$ cat config.mk
export PLATFORM = sky130hd
export DESIGN_NAME = izh_neuron_array_flat
export DESIGN_NICKNAME = d
export VERILOG_FILES = /design/src/rtl/izh_neuron_array_if.sv /design/src/rtl/izh_neuron_array.sv /design/src/flat_wrapper.sv
export SDC_FILE = /design/constraint.sdc
export NUM_CORES = 2
export LEC_CHECK = 0
export ABC_CLOCK_PERIOD_IN_PS = 25700
export BUFFER_PORTS_ARGS = -buffer_cell sky130_fd_sc_hd__buf_2
export CORE_ASPECT_RATIO = 1.2
export CORE_MARGIN = 2
export CORE_UTILIZATION = 40
export DETAILED_ROUTE_END_ITERATION = 16
export GPL_TIMING_DRIVEN = 0
export SLEW_MARGIN = 20
export SYNTH_ARGS = -nofsm -noshare
export SYNTH_HDL_FRONTEND = slang
export SYNTH_SLANG_ARGS = --single-unit
$ cat constraint.sdc
create_clock -name clk -period 25.7 [get_ports clk]
set_input_delay 5.14 -clock clk [delete_from_list [all_inputs] [get_ports clk]]
set_output_delay 5.14 -clock clk [all_outputs]
set_load 0.01 [all_outputs]
$ cat src/rtl/izh_neuron_array_if.sv
// Host-side bus of the Izhikevich neuron array: sweep handshake, current feed,
// configuration writes and the v probe.
interface izh_neuron_array_if #(
    parameter int N_NEURONS = 4,
    parameter int W         = 18
);
    localparam int IDW = (N_NEURONS > 1) ? $clog2(N_NEURONS) : 1;

    logic                 step_start;
    logic                 busy;
    logic                 step_done;
    logic [IDW-1:0]       cur_id;
    logic [W-1:0]         cur_in;
    logic [N_NEURONS-1:0] spike_vec;
    logic                 cfg_we;
    logic [IDW-1:0]       cfg_addr;
    logic [1:0]           cfg_sel;
    logic [W-1:0]         cfg_data;
    logic [IDW-1:0]       probe_id;
    logic [W-1:0]         probe_v;

    modport master (
        output step_start, cur_in, cfg_we, cfg_addr, cfg_sel, cfg_data, probe_id,
        input  busy, step_done, cur_id, spike_vec, probe_v
    );

    modport slave (
        input  step_start, cur_in, cfg_we, cfg_addr, cfg_sel, cfg_data, probe_id,
        output busy, step_done, cur_id, spike_vec, probe_v
    );
endinterface

$ cat src/rtl/izh_neuron_array.sv
// Time-multiplexed array of Izhikevich neurons: one shared saturating Q2.(W-2)
// datapath updates one neuron per cycle during a sweep.
module izh_neuron_array #(
    parameter int           N_NEURONS = 4,
    parameter int           W         = 18,
    parameter logic [W-1:0] VPEAK     = 18'h04CCC,
    parameter logic [W-1:0] V_INIT    = 18'h34CCD,
    parameter logic [W-1:0] U_INIT    = 18'h3CCCD,
    parameter logic [W-1:0] C_DEF     = 18'h34CCD,
    parameter logic [W-1:0] D_DEF     = 18'h04CCD,
    parameter logic [W-1:0] K14       = 18'h16666
) (
    input logic              clk,
    input logic              rst,
    izh_neuron_array_if.slave bus
);
    localparam int IDW  = (N_NEURONS > 1) ? $clog2(N_NEURONS) : 1;
    localparam int FRAC = W - 2;
    localparam int XW   = W + 3;
    localparam logic [IDW-1:0] LAST = IDW'(N_NEURONS - 1);

    typedef enum logic [1:0] {IDLE, SWEEP, DONE} state_t;

    state_t               state, state_nxt;
    logic [IDW-1:0]       idx;
    logic [N_NEURONS-1:0] spike_acc, spike_merge, spike_q;
    logic [W-1:0]         probe_q;
    logic                 busy, step_done;

    logic signed [W-1:0] v_mem [N_NEURONS];
    logic signed [W-1:0] u_mem [N_NEURONS];
    logic signed [W-1:0] c_mem [N_NEURONS];
    logic signed [W-1:0] d_mem [N_NEURONS];
    logic        [3:0]   a_mem [N_NEURONS];
    logic        [3:0]   b_mem [N_NEURONS];

    function automatic logic signed [XW-1:0] ext(input logic signed [W-1:0] x);
        return {{(XW-W){x[W-1]}}, x};
    endfunction

    // Clamp a wide intermediate back into W bits instead of wrapping.
    function automatic logic signed [W-1:0] sat(input logic signed [XW-1:0] x);
        if (&x[XW-1:W-1] || ~|x[XW-1:W-1])
            return x[W-1:0];
        else if (x[XW-1])
            return {1'b1, {(W-1){1'b0}}};
        else
            return {1'b0, {(W-1){1'b1}}};
    endfunction

    // ---------------------------------------------------------------- FSM
    always_ff @(posedge clk) begin
        if (rst) state <= IDLE;
        else     state <= state_nxt;
    end

    always_comb begin
        // NOTE: defaults first so every path assigns every output; otherwise a latch is inferred.
        state_nxt = state;
        busy      = 1'b0;
        step_done = 1'b0;
        case (state)
            IDLE:  if (bus.step_start) state_nxt = SWEEP;
            SWEEP: begin
                busy = 1'b1;
                if (idx == LAST) state_nxt = DONE;
            end
            DONE: begin
                step_done = 1'b1;
                state_nxt = IDLE;
            end
            default: state_nxt = IDLE;
        endcase
    end

    // ------------------------------------------------------------ datapath
    logic signed [W-1:0]   v_cur, u_cur, c_cur, d_cur, i_cur, vv;
    logic        [3:0]     a_cur, b_cur;
    logic signed [2*W-1:0] v_wide, prod;
    logic signed [XW-1:0]  dv_sum, du_diff;
    logic signed [W-1:0]   v_upd, u_upd, u_spk, v_next, u_next;
    logic                  spike_now;
    logic                  unused_prod_bits;

    always_comb begin
        v_cur  = v_mem[idx];
        u_cur  = u_mem[idx];
        c_cur  = c_mem[idx];
        d_cur  = d_mem[idx];
        a_cur  = a_mem[idx];
        b_cur  = b_mem[idx];
        i_cur  = $signed(bus.cur_in);
        v_wide = {{W{v_cur[W-1]}}, v_cur};
        prod   = v_wide * v_wide;
        vv     = {prod[2*W-1], prod[2*W-4:FRAC]};

        dv_sum  = ext(vv) + ext(v_cur) + ext(v_cur >>> 2) + ext($signed(K14) >>> 2)
                - ext(u_cur >>> 2) + ext(i_cur >>> 2);
        v_upd   = sat(ext(v_cur) + (dv_sum >>> 2));
        du_diff = ext(v_cur >>> b_cur) - ext(u_cur);
        u_upd   = sat(ext(u_cur) + ((du_diff >>> a_cur) >>> 4));
        u_spk   = sat(ext(u_cur) + ext(d_cur));

        spike_now = v_cur > $signed(VPEAK);
        v_next    = spike_now ? c_cur : v_upd;
        u_next    = spike_now ? u_spk : u_upd;

        spike_merge      = spike_acc;
        spike_merge[idx] = spike_now;
    end

    assign unused_prod_bits = ^{prod[2*W-2:2*W-3], prod[FRAC-1:0]};

    // ----------------------------------------------------- per-neuron state
    always_ff @(posedge clk) begin
        if (rst) begin
            // NOTE: the state arrays are flops, not RAM, so every entry takes its reset value synchronously.
            for (int k = 0; k < N_NEURONS; k++) begin
                v_mem[k] <= V_INIT;
                u_mem[k] <= U_INIT;
                c_mem[k] <= C_DEF;
                d_mem[k] <= D_DEF;
                a_mem[k] <= 4'd2;
                b_mem[k] <= 4'd2;
            end
        end else begin
            for (int k = 0; k < N_NEURONS; k++) begin
                if (state == SWEEP && idx == IDW'(k)) begin
                    v_mem[k] <= v_next;
                    u_mem[k] <= u_next;
                end
                // NOTE: non-blocking and issued after the update, so a cfg v write to the active neuron wins.
                if (bus.cfg_we && bus.cfg_addr == IDW'(k)) begin
                    case (bus.cfg_sel)
                        2'd0: begin
                            a_mem[k] <= bus.cfg_data[3:0];
                            b_mem[k] <= bus.cfg_data[7:4];
                        end
                        2'd1:    c_mem[k] <= bus.cfg_data;
                        2'd2:    d_mem[k] <= bus.cfg_data;
                        default: v_mem[k] <= bus.cfg_data;
                    endcase
                end
            end
        end
    end

    // ------------------------------------------------- sweep index / outputs
    always_ff @(posedge clk) begin
        if (rst) begin
            idx       <= '0;
            spike_acc <= '0;
            spike_q   <= '0;
            probe_q   <= V_INIT;
        end else begin
            probe_q <= v_mem[bus.probe_id];
            case (state)
                IDLE: if (bus.step_start) begin
                    idx       <= '0;
                    spike_acc <= '0;
                end
                SWEEP: begin
                    spike_acc <= spike_merge;
                    idx       <= idx + 1'b1;
                    // The last bit is folded in here so spike_vec is already valid during DONE.
                    if (idx == LAST) begin
                        idx     <= '0;
                        spike_q <= spike_merge;
                    end
                end
                default: ;
            endcase
        end
    end

    assign bus.busy      = busy;
    assign bus.step_done = step_done;
    assign bus.cur_id    = busy ? idx : '0;
    assign bus.spike_vec = spike_q;
    assign bus.probe_v   = probe_q;
endmodule

$ cat src/flat_wrapper.sv
// flat-port wrapper written by rule: the top's interface ports become plain ports
module izh_neuron_array_flat 
#(
    parameter int           N_NEURONS = 4,
    parameter int           W         = 18,
    parameter logic [W-1:0] VPEAK     = 18'h04CCC,
    parameter logic [W-1:0] V_INIT    = 18'h34CCD,
    parameter logic [W-1:0] U_INIT    = 18'h3CCCD,
    parameter logic [W-1:0] C_DEF     = 18'h34CCD,
    parameter logic [W-1:0] D_DEF     = 18'h04CCD,
    parameter logic [W-1:0] K14       = 18'h16666
)
  (clk, rst, bus_step_start, bus_cur_in, bus_cfg_we, bus_cfg_addr, bus_cfg_sel, bus_cfg_data, bus_probe_id, bus_busy, bus_step_done, bus_cur_id, bus_spike_vec, bus_probe_v);
  izh_neuron_array_if #(.N_NEURONS(N_NEURONS), .W(W)) bus_i ();
  input logic clk;
  input logic rst;
  input wire logic [$bits(bus_i.step_start)-1:0] bus_step_start;
  input wire logic [$bits(bus_i.cur_in)-1:0] bus_cur_in;
  input wire logic [$bits(bus_i.cfg_we)-1:0] bus_cfg_we;
  input wire logic [$bits(bus_i.cfg_addr)-1:0] bus_cfg_addr;
  input wire logic [$bits(bus_i.cfg_sel)-1:0] bus_cfg_sel;
  input wire logic [$bits(bus_i.cfg_data)-1:0] bus_cfg_data;
  input wire logic [$bits(bus_i.probe_id)-1:0] bus_probe_id;
  output wire logic [$bits(bus_i.busy)-1:0] bus_busy;
  output wire logic [$bits(bus_i.step_done)-1:0] bus_step_done;
  output wire logic [$bits(bus_i.cur_id)-1:0] bus_cur_id;
  output wire logic [$bits(bus_i.spike_vec)-1:0] bus_spike_vec;
  output wire logic [$bits(bus_i.probe_v)-1:0] bus_probe_v;
  assign bus_i.step_start = bus_step_start;
  assign bus_i.cur_in = bus_cur_in;
  assign bus_i.cfg_we = bus_cfg_we;
  assign bus_i.cfg_addr = bus_cfg_addr;
  assign bus_i.cfg_sel = bus_cfg_sel;
  assign bus_i.cfg_data = bus_cfg_data;
  assign bus_i.probe_id = bus_probe_id;
  assign bus_busy = bus_i.busy;
  assign bus_step_done = bus_i.step_done;
  assign bus_cur_id = bus_i.cur_id;
  assign bus_spike_vec = bus_i.spike_vec;
  assign bus_probe_v = bus_i.probe_v;
  izh_neuron_array #(.N_NEURONS(N_NEURONS), .W(W), .VPEAK(VPEAK), .V_INIT(V_INIT), .U_INIT(U_INIT), .C_DEF(C_DEF), .D_DEF(D_DEF), .K14(K14)) u_core (.clk(clk), .rst(rst), .bus(bus_i));
endmodule
; After elaboration in Yosys (flattened, before gate mapping)
; Memories as Yosys holds them, arrays and structs flattened. A register that Yosys moved wholly into a read port is not among the register bits.
; Cells that the tools add are included.
[totals]
ramBits = 320
register_bits = 12
word_cells = 224
memories = 6
output_inout_bits = 26
input_bits = 46
[mem_list]
columns = memory, depth, word_bits, rd, rd_clocked_by_memory_dff, wr, line
row1 = u_core.c_mem, 4, 18, 1, 1, 4, izh_neuron_array.sv:32  ; logic signed [W-1:0] c_mem [N_NEURONS];
row2 = u_core.d_mem, 4, 18, 1, 1, 4, izh_neuron_array.sv:33  ; logic signed [W-1:0] d_mem [N_NEURONS];
row3 = u_core.u_mem, 4, 18, 1, 1, 4, izh_neuron_array.sv:31  ; logic signed [W-1:0] u_mem [N_NEURONS];
row4 = u_core.v_mem, 4, 18, 2, 2, 4, izh_neuron_array.sv:30  ; logic signed [W-1:0] v_mem [N_NEURONS];
row5 = u_core.a_mem, 4, 4, 1, 1, 4, izh_neuron_array.sv:34  ; logic [3:0] a_mem [N_NEURONS];
row6 = u_core.b_mem, 4, 4, 1, 1, 4, izh_neuron_array.sv:35  ; logic [3:0] b_mem [N_NEURONS];
[op_classes]
n_mul = 1
order_cmp = 3
add_sub_neg = 10
n_shift = 2
muxes = 128
reduce_logical = 30
n_eq_ne = 12
n_bitwise = 28
[op_table]
columns = cell, count
row1 = 2-to-1 mux 18 bit, 28
row2 = 2-to-1 mux 1 bit, 69
row3 = adder 18 x 18 -> 19 bit, 2
row4 = multiplier 18 x 18 -> 36 bit, 1
row5 = 2-to-1 mux 4 bit, 9
row6 = 2-to-1 mux 2 bit, 17
row7 = bitwise OR 1 bit, 28
row8 = adder 21 x 16 -> 21 bit, 1
row9 = "adder 21 x 16 -> 21 bit, second input constant", 1
row10 = >>> shifter 19 x 4 -> 21 bit, 1
row11 = subtractor 21 x 16 -> 21 bit, 1
row12 = adder 18 x 19 -> 20 bit, 1
row13 = adder 19 x 16 -> 20 bit, 1
row14 = adder 18 x 17 -> 19 bit, 1
row15 = subtractor 18 x 18 -> 19 bit, 1
row16 = "greater-than comparator 18 x 16 -> 1 bit, second input constant", 1
row17 = >>> shifter 18 x 4 -> 18 bit, 1
row18 = "== test 2 bit, second input constant", 6
row19 = AND reduction 4 bit, 3
row20 = OR reduction 4 bit, 3
row21 = logical AND 1 bit, 9
row22 = "== test 2 x 1 -> 1 bit, second input constant", 4
row23 = logical NOT 2 bit, 4
row24 = case mux 2 bit (2 select lines), 2
row25 = other kinds (12), 19

; Depth between registers and ports, before layout
[depth]
word_depth = 14
depth_mapped = 66
ltp_nobuf = 62

; Worst setup path before layout
; Ideal clock, no wire load.
[synth_path]
path_type = register -> register
start = register (tool-made name)
end = memory u_core.v_mem[0][13] (data pin)
synth_period_minus_slack_ps = 14270
setup_ps = 256
path_buffers = 6
slack_ps = 11430
required_time_ps = 25444
arrival_ps = 14014
stages_incl_launch_ff = 57
cell_sequence = dfxtp_1 > buf_6 > buf_12 > buf_6 > buf_1 > clkbuf_1 > mux2_2 > o21ai_1 > nor2_1 > fa_1 > fa_1 > inv_1 > fa_1 > fa_1 > inv_1 > fa_1 > inv_1 > fa_1 > [21 not listed] > fa_1 > ha_1 > ha_1 > or2_2 > a21oi_1 > a21oi_1 > a41o_1 > o41a_1 > xnor2_1 > ha_1 > nor4b_1 > a2111oi_0 > o211ai_1 > o21ai_0 > nand2b_1 > clkbuf_1 > o311ai_0 > a22o_1
[synth_rtl]
columns = item, line
row1 = end: declaration, izh_neuron_array.sv:30

==> flow_summary.ini <==
[status]
status = finished clean

[sta]
period_minus_slack_ns = 17.94
rsz0062_at_grt = no
clock-skew-final_ns = 0.0157
fin_crit_sh = 0.698
slew_headroom = 0.218
tightest_slew_ns = 1.17
setup_violations = 0
finalHoldViolCount = 0
maxSlewViolCount = 0
fin_setup_tns_ns = 0
fmax_mhz = 55.8

[worst_hold_path]
min_path_type = reg -> reg

[floorplanning]
fp.dieW_um = 271
initial_core_util = 0.403
coreArea_sq_um = 84800
design.die.area_sq_um = 87800
die_h_um = 324
fp-row-count = 117
ios = 72

[final_layout]
fin_nets = 4057
layout-drive-gt1-share = 0.0898
syn_to_final_growth_pct = 8.55
final_cell_count_no_fill = 4596

[route]
drt_iter0_drc = 2117
drt-pass1-iter-count = 7
wl_per_cell_um = 22.2
vias = 25400
via_per_inst = 5.52
detail_route.wirelength_um = 102000
drc_errors = 0
detail-route-antenna-nets = 0

[yosys]
synthSimpleGateAreaFrac = 0.125
synth_seq_area_share = 0.299
async_flop_share = 0
yosys.area.top_type = edfxtp_1
synth_most_common_cell = inv_1
synth-compound-area-share = 0.113
synth_edf_count = 320
synth_top_family_by_area = adder cells
syn_nets = 3948
synth_fa_ha_area_frac = 0.282
netlist.area_leader.share = 0.281
synthCells = 3331
synth_seq_cells = 351
synth_top_cells_by_count = 535 x inv_1, 334 x fa_1, 320 x edfxtp_1
synth_top_flop_cell = edfxtp_1
synth.distinct_cells = 83
yosysWarnings = 0
syn_avg_cell_area_sq_um = 10.3
synthXorXnorAreaFrac = 0.0274
synthTopCellsByArea = edfxtp_1 28%, fa_1 20%, ha_1 8.7%, inv_1 5.9%, mux4_2 5.1%
syn-cell-area_sq_um = 34200
synthMuxAreaShare = 0.0752

[worst_setup_path]
crit_type = reg -> reg
crit_arrival_ns = 18.28
critPathTopFamily = compound AO/OA/AOI/OAI gates
end_kind = flop
cp_num_buf_inv = 15
worstPathRequired_ns = 26.04
crit_path_top_delay_cell = o21ai_0
startpoint_type = flop
slowest_delay_ns = 0.70
crit_fanout = 10

[clock_network]
h-tree-depth = 1
postCtsHoldBufs = 0
clk_pin_slew_ns = 0.07
cts_buffer_depth = 3
clockRootBuffer = clkbuf_16
cts_setup_buffers = 0
cts_buffers = 31
cts-resized-gates = 0
clk_latency_ns = 0.60
clock-sinks = 351
cts_tree = yes

[job]
max_cap_viol_count = 0

[grt]
grt_pass1_wl_um = 155000
grt_use_total = 0.232
grt_pass1_vias = 25700
antenna_found_initial = 0
grt_max_degree = 20
grt-ovfl-total = 0

[placement]
dp_hpwl_um = 81000
dp.cells = 4537
port_buffers = 67
gp_congestion = 0.924
[logic make-up (layout without fill, tap and decap cells)]
family	after synthesis	count (layout)
buf+inv	694	828
flops	351	351
simple gates	901	901
xor+xnor	107	107
fa+ha+maj	571	571
compound gates	552	552
mux	155	155
other cells	0	1
[final timing paths]
path                    endpoint  cells past startpoint  slack, ns            start
min              u_core.state[0]                      1       0.48  u_core.state[1]
max          u_core.v_mem[0][13]                     59       7.76             flop
max reg2reg  u_core.v_mem[0][13]                     59       7.76             flop
min reg2reg      u_core.state[0]                      1       0.48  u_core.state[1]
[layout by cell type, fill, tap and decap left out, types with 76 or more instances in the layout]
cell / instances
a21oi_1: 117
and2_1: 77
clkbuf_1: 122
edfxtp_1: 320
fa_1: 334
ha_1: 237
inv_1: 535
mux4_2: 78
nand2_1: 286
nor2_1: 241
o21ai_0: 82
or3_1: 91
xnor2_1: 76
[flip-flops by register name, summed over array words and instances, names as in the netlist, named ones only]
register / cells
u_core.u_mem: 72
u_core.d_mem: 72
u_core.b_mem: 16
u_core.spike_acc: 3
u_core.c_mem: 72
u_core.a_mem: 16
u_core.v_mem: 72
u_core.idx: 2
u_core.bus.probe_v: 18
u_core.bus.spike_vec: 4
u_core.state: 2
[cell type report]
class | count | area (sq um)
fill | 8133 | 47600
multi-input combinational | 2286 | 21300
sequential | 351 | 10200
inverter | 547 | 2060
tap | 1130 | 1410
clock buffer | 36 | 795
buffer | 147 | 619
timing repair buffer | 76 | 448
clock inverter | 22 | 223
antenna | 1 | 2.50
[routing by layer]
metal | vias up | wire length, um | track usage
met5 | - | 0 | 0
met4 | 0 | 4440 | 0.0907
met3 | 206 | 5430 | 0.0217
met2 | 895 | 51300 | 0.419
met1 | 12700 | 40800 | 0.286
li1 | 11600 | - | -
[through the flow]
step           utilization  hold slack, ns  area [sq um]  worst slack, ns
6_report             0.438           0.485         37100             7.76
3_3_place_gp         0.424           0.479         35900             7.97
2_1_floorplan            -           0.445         34200            11.43
5_1_grt              0.438           0.511         37100             6.75
4_1_cts              0.438           0.486         37100             7.78
3_5_place_dp         0.426           0.488         36100             7.81
[worst register-to-register path, delay by kind of cell, from the launching register on]
family                     cells  cell delay, ns
AOI/OAI and AO/OA             20            5.81
xor gates and xnor gates       2            0.35
adders and majority gates     13            5.63
buffers and inverters         15            3.38
DFF                            1            0.59
muxes                          1            0.41
and+or+nand+nor                8            1.52
Power is left out: the tool's default activity adds up to more than one toggle a clock period on the data nets, which glitch-free logic cannot reach.
